[src/rtl/cdb_issue_scheduler.sv]
// cdb_issue_scheduler
//   Books common-data-bus slots for the fast issue queues, the pipelined multiplier
//   and the divider so that at most one result reaches the CDB in any cycle.
//   resv[k] = 1 means the CDB is already taken k+1 cycles from now; tag[k] records
//   the owner of that booking. Fast queues are arbitrated round-robin.
//   Optional feature macro: ISS_PERF_CNT_EN adds the Iss_StallCnt output, which counts
//   cycles where a fast queue was ready but lost its slot to a booking.
//   Handshake: each *_Rdy input is a level request held by the issuing queue; the matching
//   Iss_* grant is combinational in the same cycle, and the issue completes on the next
//   rising clk edge. A grant is never raised without its Rdy.
module cdb_issue_scheduler #(
  parameter int NUM_FAST = 2,
  parameter int MUL_LAT  = 4,
  parameter int DIV_LAT  = 7
) (
  input  logic                clk,
  input  logic                resetb,
  input  logic [NUM_FAST-1:0] IssFast_Rdy,
  input  logic                IssMul_Rdy,
  input  logic                IssDiv_Rdy,
  input  logic                Div_ExeRdy,
  output logic [NUM_FAST-1:0] Iss_Fast,
  output logic                Iss_Mul,
  output logic                Iss_Div,
`ifdef ISS_PERF_CNT_EN
  output logic [15:0]         Iss_StallCnt,
`endif
  output logic [1:0]          Cdb_Owner
);

  localparam int RRW = (NUM_FAST > 1) ? $clog2(NUM_FAST) : 1;

  localparam logic [1:0] OWN_NONE = 2'd0;
  localparam logic [1:0] OWN_FAST = 2'd1;
  localparam logic [1:0] OWN_MUL  = 2'd2;
  localparam logic [1:0] OWN_DIV  = 2'd3;

  logic [DIV_LAT-1:0] resv;
  logic [DIV_LAT-1:0] resv_nxt;
  logic [1:0]         tag     [DIV_LAT];
  logic [1:0]         tag_nxt [DIV_LAT];
  logic [RRW-1:0]     rr_ptr;
  logic [RRW-1:0]     rr_nxt;
  logic [1:0]         own_q;
  logic [1:0]         own_nxt;
  logic               fast_any;

  // Mul and div look at different slots, so they never compete with each other.
  assign Iss_Div = resetb & IssDiv_Rdy & Div_ExeRdy & ~resv[DIV_LAT-1];
  assign Iss_Mul = resetb & IssMul_Rdy & ~resv[MUL_LAT-1];

  // Round-robin pick among fast queues, scanning upward from rr_ptr with wrap-around.
  always_comb begin
    Iss_Fast = '0;
    rr_nxt   = rr_ptr;
    fast_any = 1'b0;
    if (resetb && !resv[0]) begin
      for (int i = 0; i < NUM_FAST; i++) begin
        for (int j = 0; j < NUM_FAST; j++) begin
          if (!fast_any && IssFast_Rdy[j] && (((int'(rr_ptr) + i) % NUM_FAST) == j)) begin
            fast_any    = 1'b1;
            Iss_Fast[j] = 1'b1;
            rr_nxt      = RRW'((j + 1) % NUM_FAST);
          end
        end
      end
    end
  end

  // Advance the reservation window by one slot and add this cycle's new bookings.
  always_comb begin
    resv_nxt = resv >> 1;
    for (int k = 0; k < DIV_LAT - 1; k++) begin
      tag_nxt[k] = tag[k+1];
    end
    tag_nxt[DIV_LAT-1] = OWN_NONE;
    if (Iss_Div) begin
      resv_nxt[DIV_LAT-2] = 1'b1;
      tag_nxt[DIV_LAT-2]  = OWN_DIV;
    end
    if (Iss_Mul) begin
      resv_nxt[MUL_LAT-2] = 1'b1;
      tag_nxt[MUL_LAT-2]  = OWN_MUL;
    end
    // A fast issue only happens when slot 0 is free, so the two cases are exclusive.
    own_nxt = fast_any ? OWN_FAST : (resv[0] ? tag[0] : OWN_NONE);
  end

  // Scheduler state registers; reset drops every outstanding booking.
  always_ff @(posedge clk or negedge resetb) begin
    if (!resetb) begin
      resv   <= '0;
      rr_ptr <= '0;
      own_q  <= OWN_NONE;
      for (int k = 0; k < DIV_LAT; k++) begin
        tag[k] <= OWN_NONE;
      end
    end else begin
      resv   <= resv_nxt;
      rr_ptr <= rr_nxt;
      own_q  <= own_nxt;
      for (int k = 0; k < DIV_LAT; k++) begin
        tag[k] <= tag_nxt[k];
      end
    end
  end

  assign Cdb_Owner = own_q;

`ifdef ISS_PERF_CNT_EN
  logic [15:0] stall_cnt;

  // Saturating count of cycles where a ready fast queue was blocked by a booked slot.
  always_ff @(posedge clk or negedge resetb) begin
    if (!resetb) begin
      stall_cnt <= '0;
    end else if ((|IssFast_Rdy) && resv[0] && (stall_cnt != 16'hFFFF)) begin
      stall_cnt <= stall_cnt + 16'd1;
    end
  end

  assign Iss_StallCnt = stall_cnt;
`endif

endmodule

[config.mk]
export PLATFORM = sky130hd
export DESIGN_NAME = cdb_issue_scheduler
export DESIGN_NICKNAME = d
export VERILOG_FILES = /design/src/rtl/cdb_issue_scheduler.sv
export SDC_FILE = /design/constraint.sdc
export NUM_CORES = 1
export LEC_CHECK = 0
export BUFFER_PORTS_ARGS = -buffer_cell sky130_fd_sc_hd__buf_2
export CAP_MARGIN = 10
export CORE_MARGIN = 4
export CORE_UTILIZATION = 25
export DETAILED_ROUTE_END_ITERATION = 6
export PLACE_DENSITY = 0.45
export SYNTH_ARGS = -nofsm -noshare
export SYNTH_HDL_FRONTEND = slang
export SYNTH_SLANG_ARGS = --single-unit
[constraint.sdc]
create_clock -name clk -period 1.2 [get_ports clk]
set_clock_uncertainty 0.2 [all_clocks]
set_input_delay 0.06 -clock clk [delete_from_list [all_inputs] [get_ports clk]]
set_output_delay 0.06 -clock clk [all_outputs]
set_load 0.05 [all_outputs]
Yosys cells after proc, flatten, opt, wreduce, memory -nomap -nowiden

Cells that the tools add are included.

Register bits after elaboration: 21
Word-level logic and storage cells: 55

Add/sub/neg operators: 1
Eq/ne operators: 1
Multiplexer cells: 22
Bitwise operators: 6
Reductions and logical operators: 16

Operators by type and width:

| operator              | number |
|---|---|
| $logic_not A32 Y1     | 2 |
| $mux W1               | 17 |
| $mux W2               | 5 |
| $logic_and A1 B1 Y1   | 8 |
| $and A1 B1 Y1         | 4 |
| $logic_not A1 Y1      | 4 |
| $reduce_bool A4 Y1    | 1 |
| $eq A2 B2 Y1 const B  | 1 |
| $reduce_and A2 Y1     | 1 |
| $add A1 B1 Y1 const B | 1 |
| $and A1 B1 Y1 const A | 1 |
| $not A1 Y1            | 1 |

Longest topological paths before layout

Word-level depth: 20
Mapped depth: 2
Depth with buffers taken out: 2

Worst setup path before layout

No wires, ideal clock.

Path type: register to output
Start point: register, netlist name tag[13]
End point: output Iss_Fast[0]
Arrival time: 1.360 ns
Path slack: -0.420 ns
Cell stages (with the launch flop): 3
Buffers on the path: 0
Cells stage by stage: dfrtp_1 -> nand3b_1 -> a21oi_1

RTL lines:

| element       | RTL line | text |
|---|---|---|
| end, declared | 22       | `output logic [NUM_FAST-1:0] Iss_Fast,` |

==> results_dict.tcl <==
set metrics [dict create \
    fin_crit_sh_pct 121 \
    synth-seq-area-share_pct 77.2 \
    clk_latency_ps 260 \
    drc 0 \
    yosysTopAreaCellShare_pct 77.2 \
    syn_inst 28 \
    run_status "finished, violations left" \
    reg2reg_depth 3 \
    routed-via-count 289 \
    max_freq_ghz 0.690 \
    rsz0062_at_grt "yes" \
    cap_viol_max_count 0 \
    vias_per_cell 4.31 \
    period_needed_ps 1450 \
    die_y_um 47.5 \
    synth_seq_cells 12 \
    fin_util_pct 45.6 \
    min_from "IssFast_Rdy[1]" \
    first_global_vias 286 \
    min_path_type "in2reg" \
    path_max_fanout 4 \
    rows 13 \
    yosys.area.top_type "dfrtp_1" \
    fillers 136 \
    clockBufferDepth 2 \
    maxSlewHeadroom_pct 73.5 \
    yosysWarnings 0 \
    core_area_sq_um 1380 \
    synth_area_per_cell_sq_um 13.9 \
    hold_depth 3 \
    tightest_slew_ps 397 \
    start_util_pct 28.1 \
    setup_viol 2 \
    timing.rr.start "tag[13]" \
    clock_sinks 12 \
    cp-start-kind "flop" \
    clk_pin_slew_ps 70 \
    cp.required_ps 940 \
    die_w_um 47.5 \
    nNetsFinal 60 \
    first_pass_iters 1 \
    p_leak_nw 0.317 \
    rr_endpoint "rr_ptr" \
    grt_max_degree 10 \
    syn_nets 35 \
    finalHoldViolCount 0 \
    dp_slack_ps -50.8 \
    dieArea_sq_um 2250 \
    holdPathEnd "rr_ptr" \
    drv_slew 0 \
    grt_first_pass_wirelength_um 1230 \
    drive_gt1_share_pct 46.2 \
    power_density_nw_per_um2 1450 \
    arrival_ps 1190 \
    numPortBuffers 12 \
    violations "setup timing" \
    diodes 0 \
    r2r_slack_ps 20 \
    antenna_found_initial 0 \
    syn-cell-area_sq_um 389 \
    first_iter_violations 0 \
    worst_slack_ps -249 \
    ys_types 12 \
    synthTopCellsByArea "dfrtp_1 (77%), nand3b_1 (3.9%), a21oi_1 (2.6%)" \
    io_pins 13 \
    setup_tns_ps -474 \
    end_kind "output port" \
    wirelength_um 700 \
    area_growth_syn_to_layout_pct 62.1 \
    drt-wirelength-per-cell_um 10.4 \
    cts_tree "yes" \
    postRouteAntennaNets 0 \
    grtUsageTotal_pct 8.04 \
    cts_buffers 3 \
    critical_path_class "reg2out" \
    cts-root-buf "clkbuf_4" \
    grt-ovfl-total 0 \
    cts_max_level 1 \
    routabilityCongestion 0.678 \
    vdd_drop_max_mv 0.610 \
]
## layout make-up
class                      count  area [sq um]  share of cell area (%)
sequential                    12           300                    47.6
multi-input combinational     13           103                    16.3
tap                           15          18.8                    2.98
inverter                       1          3.75                   0.595
timing repair buffer          22           169                    26.8
clock buffer                   4          36.3                    5.75
## repair_timing
action,4_1_cts,5_1_grt
resized for setup,6,0
pin swaps,1,0
setup buffers,0,1
hold endpoints to repair,15,0
cloned,0,0
hold buffers,6,0
setup endpoints to repair,3,5
## cell usage in the layout (no fill, tap or decap), drive strengths merged
master	count
o21ai	2
nand2b	1
dlygate4sd3	6
nand2	2
nor2	1
nand3b	2
inv	1
clkbuf	4
and4b	1
buf	16
dfrtp	12
and3	1
a21oi	3
## how the worst max path moves through the flow
| stage | startpoint | end | slack, ps | cells past startpoint |
|---|---|---|---|---|
| global route | tag[13] | Iss_Fast[0] | -320 | 3 |
| CTS | tag[13] | Iss_Fast[0] | -270 | 3 |
| detailed placement | tag[13] | Iss_Fast[0] | -50 | 3 |
| finish | tag[13] | Iss_Fast[0] | -250 | 3 |
| global placement | tag[13] | Iss_Fast[0] | -20 | 3 |
| floorplan | tag[13] | Iss_Fast[0] | -20 | 2 |
## stage by stage
| stage | power (mW) | instance area, sq um | hold WS, ps | cells |
|---|---|---|---|---|
| 2_1_floorplan | 0.545 | 414 | -436 | 28 |
| 3_3_place_gp | 0.589 | 508 | -299 | 56 |
| 3_5_place_dp | 0.594 | 508 | -289 | 56 |
| 4_1_cts | 0.931 | 623 | 16.2 | 66 |
| 5_1_grt | 0.968 | 631 | 26.2 | 67 |
| 6_report | 0.916 | 631 | 20.9 | 67 |
## cell families (layout without fill, tap and decap cells)
kind of cell,Yosys count,count (layout),synth area share (%)
buf+inv,3,27,2.89
flops,12,12,77.2
simple gates,8,8,12.5
compound gates,5,5,7.40
## report_power, final
| group | switching [mW] | total [mW] | leakage (nW) | internal (mW) |
|---|---|---|---|---|
| sequential | 0.0173 | 0.450 | 0.154 | 0.433 |
| combinational | 0.0963 | 0.161 | 0.142 | 0.0643 |
| clock | 0.121 | 0.305 | 0.0210 | 0.184 |
| total | 0.234 | 0.916 | 0.317 | 0.681 |
## flip-flops by register name (all words and copies together), names as in the netlist
| name | flops |
|---|---|
| tag | 8 |
| rr_ptr | 1 |
| resv | 1 |
| Cdb_Owner | 2 |
## critical path, cell delays in order (launching register included)
cell and delay (ps):
dfrtp_1 400, nand3b_1 220, a21oi_4 140, buf_6 170
## cells in the mapped netlist
cell type and count:
and3_1 1, inv_1 1, nand2_1 2, nand2b_1 1
nor2_1 1, o21ai_0 2, a21oi_1 2, and4b_1 1
a21oi_2 1, nand3b_1 2, clkbuf_1 2, dfrtp_1 12
## metal layers
layer | vias to the layer above | global-route usage, % | share of wire [%]
met5 | - | 0 | 0
met4 | 0 | 3.31 | 0
met3 | 0 | 4.89 | 11
met2 | 13 | 11.8 | 46
met1 | 136 | 9.52 | 42
li1 | 140 | - | -
(Power assumes the default switching activity.)
